## config.mk

```make
export PLATFORM = sky130hd
export DESIGN_NAME = hyperbus_txn_arbiter
export DESIGN_NICKNAME = d
export VERILOG_FILES = /design/src/rtl/hyperbus_arb_pkg.sv /design/src/rtl/hyperbus_rr_pick.sv /design/src/rtl/hyperbus_txn_arbiter.sv
export SDC_FILE = /design/constraint.sdc
export NUM_CORES = 1
export LEC_CHECK = 0
export CAP_MARGIN = 20
export CORE_MARGIN = 4
export CORE_UTILIZATION = 36
export DETAILED_ROUTE_END_ITERATION = 10
export PLACE_DENSITY = 0.85
export RECOVER_POWER = 100
export SLEW_MARGIN = 10
export SYNTH_ARGS = -nofsm -noshare
export SYNTH_HDL_FRONTEND = slang
export SYNTH_SLANG_ARGS = --single-unit
```

## constraint.sdc

```tcl
create_clock -name clk_sys_i -period 2.5 [get_ports clk_sys_i]
set_input_delay 0.5 -clock clk_sys_i [delete_from_list [all_inputs] [get_ports clk_sys_i]]
set_output_delay 0.5 -clock clk_sys_i [all_outputs]
set_load 0.01 [all_outputs]
```

## src/rtl/hyperbus_arb_pkg.sv

```systemverilog
// Shared state encodings, index types and helpers for the HyperBus transaction arbiter.
package hyperbus_arb_pkg;

    typedef logic [1:0] state_t;

    localparam state_t StIdle  = 2'd0;
    localparam state_t StIssue = 2'd1;
    localparam state_t StBusy  = 2'd2;
    localparam state_t StGap   = 2'd3;

    // Upper bound on chip selects decodable by onehot(); instances slice down to NumCs.
    localparam int unsigned MaxCs = 32;

    typedef logic [4:0] cs_idx_t;
    typedef logic [7:0] owner_t;

    function automatic logic [MaxCs-1:0] onehot(input cs_idx_t idx);
        logic [MaxCs-1:0] v;
        v = '0;
        v[idx] = 1'b1;
        return v;
    endfunction

endpackage

```

## src/rtl/hyperbus_rr_pick.sv

```systemverilog
// Combinational round-robin picker: first set bit of valid_i at or after ptr_i, wrapping.
module hyperbus_rr_pick #(
    parameter int unsigned NumReq = 2,
    parameter int unsigned IdxW   = 1
) (
    input  logic [NumReq-1:0] valid_i,
    input  logic [IdxW-1:0]   ptr_i,
    output logic [IdxW-1:0]   idx_o,
    output logic              found_o
);

    int unsigned cand;

    always_comb begin
        idx_o   = '0;
        found_o = 1'b0;
        cand    = 0;
        for (int unsigned k = 0; k < NumReq; k++) begin
            cand = (32'(ptr_i) + k) % NumReq;
            if (!found_o && valid_i[cand[IdxW-1:0]]) begin
                idx_o   = cand[IdxW-1:0];
                found_o = 1'b1;
            end
        end
    end

endmodule

```

## src/rtl/hyperbus_txn_arbiter.sv

```systemverilog
// Round-robin arbiter sharing one HyperBus PHY command port, with CS decode,
// enforced CS-high gap between transactions and a watchdog that aborts hung bursts.
module hyperbus_txn_arbiter
    import hyperbus_arb_pkg::*;
#(
    parameter int unsigned NumReq        = 2,
    parameter int unsigned NumCs         = 2,
    parameter int unsigned AddrWidth     = 32,
    parameter int unsigned LenWidth      = 8,
    parameter int unsigned CsAddrLsb     = 24,
    parameter int unsigned CsGapCycles   = 4,
    parameter int unsigned TimeoutCycles = 1024,
    localparam int unsigned OwnerW       = (NumReq > 1) ? $clog2(NumReq) : 1
) (
    input  logic                           clk_sys_i,
    input  logic                           rst_i,
    input  logic [NumReq-1:0]              req_valid_i,
    output logic [NumReq-1:0]              req_ready_o,
    input  logic [NumReq-1:0]              req_write_i,
    input  logic [NumReq*AddrWidth-1:0]    req_addr_i,
    input  logic [NumReq*LenWidth-1:0]     req_len_i,
    output logic [NumReq-1:0]              done_o,
    output logic [NumReq-1:0]              err_o,
    output logic                           phy_valid_o,
    input  logic                           phy_ready_i,
    output logic                           phy_write_o,
    output logic [AddrWidth-1:0]           phy_addr_o,
    output logic [LenWidth-1:0]            phy_len_o,
    output logic [NumCs-1:0]               phy_cs_o,
    input  logic                           phy_done_i,
    output logic                           phy_abort_o,
    output logic                           busy_o,
    output logic [OwnerW-1:0]              owner_o
);

    localparam int unsigned CsW    = (NumCs > 1) ? $clog2(NumCs) : 1;
    localparam int unsigned TimerW = $clog2(TimeoutCycles) + 1;
    localparam int unsigned GapW   = (CsGapCycles > 1) ? $clog2(CsGapCycles) : 1;

    state_t              state_q, state_d;
    logic [OwnerW-1:0]   ptr_q, ptr_next;
    logic [OwnerW-1:0]   owner_q;
    logic [OwnerW-1:0]   pick_idx;
    logic                pick_found;
    logic [TimerW-1:0]   timer_q;
    logic [GapW-1:0]     gap_q;
    logic                gap_last;
    logic                done_hit;
    logic                timeout_hit;

    logic                sel_write;
    logic [AddrWidth-1:0] sel_addr;
    logic [LenWidth-1:0] sel_len;
    logic [NumCs-1:0]    sel_cs;

    logic                phy_write_q;
    logic [AddrWidth-1:0] phy_addr_q;
    logic [LenWidth-1:0] phy_len_q;
    logic [NumCs-1:0]    phy_cs_q;

    hyperbus_rr_pick #(
        .NumReq (NumReq),
        .IdxW   (OwnerW)
    ) u_rr_pick (
        .valid_i (req_valid_i),
        .ptr_i   (ptr_q),
        .idx_o   (pick_idx),
        .found_o (pick_found)
    );

    always_comb begin
        sel_write = 1'b0;
        sel_addr  = '0;
        sel_len   = '0;
        for (int unsigned i = 0; i < NumReq; i++) begin
            if (pick_idx == OwnerW'(i)) begin
                sel_write = req_write_i[i];
                sel_addr  = req_addr_i[i*AddrWidth +: AddrWidth];
                sel_len   = req_len_i[i*LenWidth +: LenWidth];
            end
        end
    end

    if (NumCs > 1) begin : g_cs_decode
        logic [MaxCs-1:0] cs_full;
        assign cs_full = onehot(cs_idx_t'(sel_addr[CsAddrLsb +: CsW]));
        assign sel_cs  = cs_full[NumCs-1:0];
    end else begin : g_cs_single
        assign sel_cs = 1'b1;
    end

    assign ptr_next = (pick_idx == OwnerW'(NumReq - 1)) ? '0 : pick_idx + 1'b1;

    // Completion beats the watchdog when both land in the same cycle.
    assign done_hit    = (state_q == StBusy) && phy_done_i;
    assign timeout_hit = (state_q == StBusy) && !phy_done_i &&
                         (timer_q == TimerW'(TimeoutCycles - 1));
    assign gap_last    = (CsGapCycles == 0) || (gap_q == GapW'(CsGapCycles - 1));

    always_comb begin
        state_d = state_q;
        unique case (state_q)
            StIdle:  if (pick_found) state_d = StIssue;
            StIssue: if (phy_ready_i) state_d = StBusy;
            StBusy: begin
                if (done_hit || timeout_hit) begin
                    state_d = (CsGapCycles == 0) ? StIdle : StGap;
                end
            end
            StGap:   if (gap_last) state_d = StIdle;
            default: state_d = StIdle;
        endcase
    end

    always_ff @(posedge clk_sys_i or posedge rst_i) begin
        if (rst_i) begin
            state_q     <= StIdle;
            ptr_q       <= '0;
            owner_q     <= '0;
            timer_q     <= '0;
            gap_q       <= '0;
            phy_write_q <= 1'b0;
            phy_addr_q  <= '0;
            phy_len_q   <= '0;
            phy_cs_q    <= '0;
        end else begin
            state_q <= state_d;
            unique case (state_q)
                StIdle: begin
                    if (pick_found) begin
                        phy_write_q <= sel_write;
                        phy_addr_q  <= sel_addr;
                        phy_len_q   <= sel_len;
                        phy_cs_q    <= sel_cs;
                        owner_q     <= pick_idx;
                        ptr_q       <= ptr_next;
                    end
                end
                StIssue: begin
                    if (phy_ready_i) timer_q <= '0;
                end
                StBusy: begin
                    if (timer_q != {TimerW{1'b1}}) timer_q <= timer_q + 1'b1;
                    if (done_hit || timeout_hit) gap_q <= '0;
                end
                StGap: begin
                    gap_q <= gap_q + 1'b1;
                end
                default: ;
            endcase
        end
    end

    // Reset gating keeps the combinational grant quiet while rst_i is held.
    always_comb begin
        req_ready_o = '0;
        done_o      = '0;
        err_o       = '0;
        for (int unsigned i = 0; i < NumReq; i++) begin
            req_ready_o[i] = !rst_i && (state_q == StIdle) && pick_found &&
                             (pick_idx == OwnerW'(i));
            done_o[i]      = done_hit && (owner_q == OwnerW'(i));
            err_o[i]       = timeout_hit && (owner_q == OwnerW'(i));
        end
    end

    assign phy_valid_o = (state_q == StIssue);
    assign phy_abort_o = timeout_hit;
    assign busy_o      = (state_q != StIdle);
    assign owner_o     = owner_q;
    assign phy_write_o = phy_write_q;
    assign phy_addr_o  = phy_addr_q;
    assign phy_len_o   = phy_len_q;
    assign phy_cs_o    = phy_cs_q;

endmodule

```

==> metrics.log, run 1 <==
[metrics] total die area: 0.00926 mm^2
[metrics] count of nets left with antenna violations after detail routing: 0
[metrics] area of the core region: 0.00741 mm^2
[metrics] critical path startpoint category: flop
[metrics] final number of hold-violating endpoints: 0
[metrics] Filler Cells Inserted: 579
[metrics] clk_skew: 0.00717 ns
[metrics] Final Cell Area: 0.00459 mm^2
[metrics] type of element capturing the critical path: output pin
[metrics] highest-count cells in the layout ignoring fill and taps: 90 x sky130_fd_sc_hd__clkdlybuf4s50_1, 59 x sky130_fd_sc_hd__dfrtp_1, 46 x sky130_fd_sc_hd__inv_1, 44 x sky130_fd_sc_hd__dlygate4sd3_1, 40 x sky130_fd_sc_hd__a222oi_1
[metrics] Leakage Power: 0.00221 uW
[metrics] setup total negative slack: 0 ns
[metrics] cells along the critical path: ha_2 > nand3_2 > or3_4 > nor4_4 > nor2b_2 > clkdlybuf4s15_2
[metrics] unrepaired setup endpoints after global routing: yes
[metrics] fraction of layout cells with a size suffix above 1: 0.116
[metrics] beginning of the critical path: timer_q[0]
[metrics] DR WL/cell: 17.8 um
[metrics] post-synthesis adder-cell area fraction: 0.0313
[metrics] multiplexer fraction of the synthesized cell area: 0.00938
[metrics] data arrival at the endpoint of the critical path: 1.89 ns
[metrics] total congestion overflow after global routing: 0
[metrics] Post-Synth XOR/XNOR Area: 0
[metrics] routed wire length: 9.14 mm
[metrics] Worst-Margin Slew: 1.08 ns
[metrics] TritonCTS clock tree: built
[metrics] Mapped Nets: 351
[metrics] Worst Min Path Start: phy_addr_o[21]
[metrics] hold slack final: 0.487 ns
[metrics] longest individual stage delay on the worst path: 0.36 ns
[metrics] headroom to the max-slew limit: 0.281
[metrics] maximum number of pins on one net before global-route repair: 45
[metrics] count of mapped cells out of synthesis: 256
[metrics] Post-DP HPWL: 6.72 mm
[metrics] via count: 2768
[metrics] Critical Path Fanout Max: 3
[metrics] TritonCTS Buffers: 9
[metrics] number of warnings reported in the yosys synthesis log: 0
[metrics] number of primary I/O pins: 141
[metrics] proportion of synthesized chip area in sequential cells: 0.527
[metrics] number of enable flip-flop cells after synthesis: 0
[metrics] gr usage total: 0.201
[metrics] minimum period implied by the final worst setup slack: 2.39 ns
[metrics] number of buffers added on ports: 140
[metrics] sum of buffers and inverters on the critical path: 1
[metrics] insertion delay to the later sink of the worst-skew pair: 0.33 ns
[metrics] die span in x: 96.2 um
[metrics] Max Cap Viol: 0
[metrics] total power density per cell area: 1000 mW/mm^2
[metrics] number of violations reported at the end of detailed-routing iteration 0: 220
[metrics] kind of critical path: reg2out
[metrics] number of distinct standard cells referenced by the synthesized netlist: 46
[metrics] Net count, final: 504
[metrics] count of endpoints failing setup in the final report: 0
[metrics] drt via density: 5.40
[metrics] Clk pin slew, worst setup/hold paths: 0.07 ns
[metrics] row count: 31
[metrics] Area growth syn-to-layout: 63.6%
[metrics] largest vdd supply drop: 512 uV
[metrics] # diodes: 0
[metrics] share of flip-flops with an asynchronous set or reset after synthesis: 1.00
[metrics] post-cts hold buffer count: 0
[metrics] DP Area: 0.00441 mm^2
[metrics] startpoint of the most critical register-to-register path: state_q[1]
[metrics] register bit total from synthesis: 59
[metrics] global-route wire length before repair: 14.1 mm
[metrics] post-synthesis simple-gate area fraction: 0.115
[metrics] leading cell type in the layout, fill and taps excluded: sky130_fd_sc_hd__clkdlybuf4s50_1
[metrics] first drt pass iteration count: 8
[metrics] Max clock buf depth: 2
[metrics] top_reg_cell synth: sky130_fd_sc_hd__dfrtp_1
[metrics] clock tree sinks: 59
[metrics] Hold WC Path Type: reg2reg
[metrics] initial antenna violation count: 0
[metrics] Critical Path RT: 2.00 ns
[metrics] DRC violation count after routing: 0
[metrics] Final Wtd Congestion: 0.896
[metrics] cell area after synthesis: 0.00280 mm^2
[metrics] die height: 96.2 um
[metrics] count of final max-slew check failures: 0
[metrics] H-Tree Level Count: 3
[metrics] crit-path leading delay family: simple AND/OR/NAND/NOR gates
[metrics] combinational family with the most area after synthesis: compound AO/OA/AOI/OAI gates
[metrics] clock root buffer: sky130_fd_sc_hd__clkbuf_8
[metrics] average size of a mapped cell: 10.9 um^2
[metrics] post-route fraction of the period consumed by the critical path: 0.955
[metrics] status: completed
[metrics] CP max-delay cell: sky130_fd_sc_hd__dfrtp_1
[metrics] Starting Density: 0.378
[metrics] FMAX: 419 MHz
[metrics] post-synthesis compound-gate area fraction: 0.233
[metrics] vias in the first global route: 2963
## worst register-to-register path: stages (launching register included)
cell and delay (ns):
sky130_fd_sc_hd__dfrtp_1 0.41, sky130_fd_sc_hd__inv_1 0.12, sky130_fd_sc_hd__ha_2 0.25, sky130_fd_sc_hd__nand2_1 0.11, sky130_fd_sc_hd__a21oi_4 0.12, sky130_fd_sc_hd__clkbuf_2 0.67, sky130_fd_sc_hd__a22oi_1 0.26, sky130_fd_sc_hd__a21boi_0 0.19
## cells by family (layout without fill, tap and decap cells)
family | after synthesis | count (layout)
AOI/OAI and AO/OA | 75 | 75
adders and majority gates | 7 | 7
buffers and inverters | 62 | 220
DFF | 59 | 59
muxes | 2 | 2
and+or+nand+nor | 51 | 51
## path summary, 6_finish.rpt
| kind | end | slack (ns) | depth (start not counted) |
|---|---|---|---|
| worst max-delay path | err_o[0] | 0.11 | 6 |
| worst min-delay path | phy_addr_o[21] | 0.49 | 2 |
| worst max register to register | phy_cs_o[0] | 0.24 | 7 |
| worst min register to register | phy_addr_o[21] | 0.49 | 2 |
| max in group asynchronous | phy_addr_o[17] | 0.72 | 3 |
| min in group asynchronous | phy_addr_o[31] | 1.00 | 3 |
## through the flow
stage               worst slack [ns]  instances   util  power (uW)
global placement              0.0463        495  0.596        3910
finish                         0.113        513  0.619        4600
global route                 -0.0311        513  0.619        4930
detailed placement            0.0240        495  0.596        3990
CTS                          0.00154        513  0.622        4770
floorplan                      0.273        256      -        2750
## sequential cells by signal, summed over array words and instances, names as in the netlist
| signal | flops |
|---|---|
| phy_addr_o | 32 |
| timer_q | 11 |
| phy_len_o | 8 |
| gap_q | 2 |
| state_q | 2 |
| owner_o | 1 |
| phy_cs_o | 1 |
| phy_write_o | 1 |
| ptr_q | 1 |
## layout make-up
class	instances	area, um^2	share of cell area
Clock buffer	11	131	0.0286
Clock inverter	5	30.0	0.00655
Inverter	48	181	0.0396
Multi-Input combinational cell	135	1130	0.247
Sequential cell	59	1480	0.322
Tap cell	99	124	0.0270
Timing Repair Buffer	156	1510	0.329
## routing by layer
metal / global-route usage / wire length (um)
met2: 0.353 / 4890
met5: 0 / 0
met1: 0.218 / 3340
met4: 0.0900 / 264
met3: 0.0672 / 646
## report_power, final
part	switching, uW	internal [uW]
Sequential	255	1360
Combinational	1120	1140
Clock	376	355
## timing repair
| item | in CTS | in global routing |
|---|---|---|
| pin swaps | 1 | 1 |
| resized for setup | 11 | 6 |
| buffers inserted | 2 | 0 |
| setup endpoints to repair | 5 | 4 |
| cloned | 0 | 0 |
## Yosys cell counts (2+ instances only)
| master | n | area (um^2) |
|---|---|---|
| sky130_fd_sc_hd__or4_1 | 2 | 15.0 |
| sky130_fd_sc_hd__or3_1 | 3 | 18.8 |
| sky130_fd_sc_hd__nor3_1 | 2 | 10.0 |
| sky130_fd_sc_hd__and3_1 | 2 | 12.5 |
| sky130_fd_sc_hd__dfrtp_1 | 59 | 1480 |
| sky130_fd_sc_hd__nor2b_1 | 4 | 25.0 |
| sky130_fd_sc_hd__o31ai_1 | 4 | 30.0 |
| sky130_fd_sc_hd__and2_1 | 6 | 37.5 |
| sky130_fd_sc_hd__nand3_1 | 6 | 30.0 |
| sky130_fd_sc_hd__nand2b_1 | 3 | 18.8 |
| sky130_fd_sc_hd__a21oi_1 | 2 | 10.0 |
| sky130_fd_sc_hd__a222oi_1 | 40 | 400 |
| sky130_fd_sc_hd__o21ai_0 | 5 | 25.0 |
| sky130_fd_sc_hd__a21o_1 | 3 | 22.5 |
| sky130_fd_sc_hd__o21ai_1 | 6 | 30.0 |
| sky130_fd_sc_hd__inv_1 | 48 | 180 |
| sky130_fd_sc_hd__ha_1 | 7 | 87.6 |
| sky130_fd_sc_hd__nand2_1 | 13 | 48.8 |
| sky130_fd_sc_hd__o311ai_0 | 2 | 17.5 |
| sky130_fd_sc_hd__clkbuf_1 | 13 | 48.8 |
(Power assumes the default switching activity.)
==> run 2, diff against run 1 <==
--- a/config.mk
+++ b/config.mk
@@ -11,6 +11,7 @@
 export DETAILED_ROUTE_END_ITERATION = 10
 export PLACE_DENSITY = 0.85
 export RECOVER_POWER = 100
+export SKIP_LAST_GASP = 1
 export SLEW_MARGIN = 10
 export SYNTH_ARGS = -nofsm -noshare
 export SYNTH_HDL_FRONTEND = slang
==> metrics.log, run 2 (synthesis results as in run 1) <==
[metrics] status: completed
[metrics] gr usage total: 0.201
[metrics] Leakage Power: 0.00218 uW
[metrics] Hold WC Path Type: reg2reg
[metrics] share of power burned in combinational logic: 0.488
[metrics] Post-DP HPWL: 6.72 mm
[metrics] FMAX: 418 MHz
[metrics] Max Cap Viol: 0
[metrics] crit-path leading delay family: buffers and inverters
[metrics] Max clock buf depth: 2
[metrics] number of violations reported at the end of detailed-routing iteration 0: 242
[metrics] global-route wire length before repair: 14.1 mm
[metrics] routed wire length: 9.18 mm
[metrics] net switching power: 1750 uW
[metrics] Net Sw Frac: 0.382
[metrics] TritonCTS clock tree: built
[metrics] Net count, final: 504
[metrics] DR WL/cell: 17.9 um
[metrics] Clk pin slew, worst setup/hold paths: 0.07 ns
[metrics] internal power component: 2830 uW
[metrics] Critical Path RT: 2.00 ns
[metrics] TritonCTS Buffers: 9
[metrics] minimum period implied by the final worst setup slack: 2.39 ns
[metrics] Seq pwr share: 0.353
[metrics] count of final max-slew check failures: 0
[metrics] number of buffers added on ports: 140
[metrics] hold slack final: 0.489 ns
[metrics] kind of critical path: reg2out
[metrics] Final Wtd Congestion: 0.896
[metrics] type of element capturing the critical path: output pin
[metrics] H-Tree Level Count: 3
[metrics] final number of hold-violating endpoints: 0
[metrics] row count: 31
[metrics] Placed Cells: 495
[metrics] number of primary I/O pins: 141
[metrics] setup total negative slack: 0 ns
[metrics] area occupied by registers: 0.00148 mm^2
[metrics] drt via density: 5.33
[metrics] post-cts hold buffer count: 0
[metrics] number of standard cells in the final layout excluding fillers: 513
[metrics] largest vdd supply drop: 509 uV
[metrics] total power draw: 4580 uW
[metrics] first drt pass iteration count: 8
[metrics] Area growth syn-to-layout: 62.7%
[metrics] die span in x: 96.2 um
[metrics] die height: 96.2 um
[metrics] total power density per cell area: 1000 mW/mm^2
[metrics] area of the core region: 0.00741 mm^2
[metrics] highest-count cells in the layout ignoring fill and taps: 87 x sky130_fd_sc_hd__clkdlybuf4s50_1, 59 x sky130_fd_sc_hd__dfrtp_1, 47 x sky130_fd_sc_hd__dlygate4sd3_1, 46 x sky130_fd_sc_hd__inv_1, 40 x sky130_fd_sc_hd__a222oi_1
[metrics] longest individual stage delay on the worst path: 0.55 ns
[metrics] clock tree sinks: 59
[metrics] # diodes: 0
[metrics] Critical Path Fanout Max: 15
[metrics] leading cell type in the layout, fill and taps excluded: sky130_fd_sc_hd__clkdlybuf4s50_1
[metrics] initial antenna violation count: 0
[metrics] share of power burned in the clock network: 0.159
[metrics] cells along the critical path: inv_2 > ha_1 > buf_6 > and3_1 > clkdlybuf4s50_1
[metrics] DRC violation count after routing: 0
[metrics] total die area: 0.00926 mm^2
[metrics] insertion delay to the later sink of the worst-skew pair: 0.33 ns
[metrics] clock root buffer: sky130_fd_sc_hd__clkbuf_8
[metrics] total congestion overflow after global routing: 0
[metrics] maximum number of pins on one net before global-route repair: 45
[metrics] unrepaired setup endpoints after global routing: no
[metrics] Worst-Margin Slew: 1.07 ns
[metrics] critical path startpoint category: flop
[metrics] headroom to the max-slew limit: 0.285
[metrics] count of endpoints failing setup in the final report: 0
[metrics] via count: 2734
[metrics] flip-flop count of the largest register after layout: 32
[metrics] post-route fraction of the period consumed by the critical path: 0.957
[metrics] CP max-delay cell: sky130_fd_sc_hd__clkdlybuf4s50_1
[metrics] sum of buffers and inverters on the critical path: 3
[metrics] Filler Cells Inserted: 586
[metrics] count of nets left with antenna violations after detail routing: 0
[metrics] fraction of layout cells with a size suffix above 1: 0.109
[metrics] data arrival at the endpoint of the critical path: 1.89 ns
[metrics] Starting Density: 0.378
[metrics] vias in the first global route: 2963
[metrics] area taken by multi-input logic gates: 0.00112 mm^2
[metrics] clk_skew: 0.00745 ns
[run 2: metal layers]
layer | vias up | track usage | share of wire | wire length, um
met5 | - | 0 | 0 | 0
met4 | 0 | 0.0900 | 0.028 | 257
met3 | 18 | 0.0672 | 0.064 | 585
met2 | 112 | 0.353 | 0.53 | 4900
met1 | 1331 | 0.218 | 0.37 | 3430
li1 | 1273 | - | - | -
[run 2: timing repair]
item / CTS / global route
buffers inserted: 2 / 0
endpoints found under the setup margin: 5 / 4
pin swaps: 1 / 1
resized for setup: 9 / 8
[run 2: cell type report]
| type | instances | area share |
|---|---|---|
| Inverter | 48 | 0.0398 |
| Multi-Input combinational cell | 135 | 0.246 |
| Timing Repair Buffer | 156 | 0.328 |
| Clock inverter | 5 | 0.00658 |
| Clock buffer | 11 | 0.0288 |
| Tap cell | 99 | 0.0272 |
| Sequential cell | 59 | 0.324 |
[run 2: worst paths after layout]
| kind | startpoint | endpoint | slack, ns | depth (start not counted) |
|---|---|---|---|---|
| setup / recovery | state_q[0] | done_o[1] | 0.11 | 5 |
| hold / removal | phy_addr_o[16] | phy_addr_o[16] | 0.49 | 2 |
| setup reg to reg | state_q[1] | phy_cs_o[0] | 0.23 | 7 |
| hold reg to reg | phy_addr_o[16] | phy_addr_o[16] | 0.49 | 2 |
| max in group asynchronous | rst_i | phy_addr_o[17] | 0.73 | 3 |
| min in group asynchronous | rst_i | phy_addr_o[31] | 0.99 | 3 |
[run 2: power groups by stage]
stage | Sequential, uW | Combinational [uW] | Clock [uW]
5_1_grt | 1670 | 2440 | 796
2_1_floorplan | 1740 | 1010 | 0
3_5_place_dp | 1630 | 2360 | 0
3_3_place_gp | 1610 | 2300 | 0
4_1_cts | 1630 | 2390 | 749
6_report | 1620 | 2240 | 729
[run 2: through the flow]
stage | setup slack, ns | util | instance area, um^2
2_1_floorplan | 0.273 | - | 2810
3_3_place_gp | 0.0463 | 0.596 | 4410
3_5_place_dp | 0.0240 | 0.596 | 4410
4_1_cts | -0.0260 | 0.621 | 4600
5_1_grt | 0.0248 | 0.616 | 4560
6_report | 0.108 | 0.616 | 4560
[run 2: worst min-delay path, stage by stage, from the launching register on]
cell and delay, ns:
sky130_fd_sc_hd__dfrtp_1 0.34, sky130_fd_sc_hd__a222oi_1 0.06, sky130_fd_sc_hd__inv_1 0.05
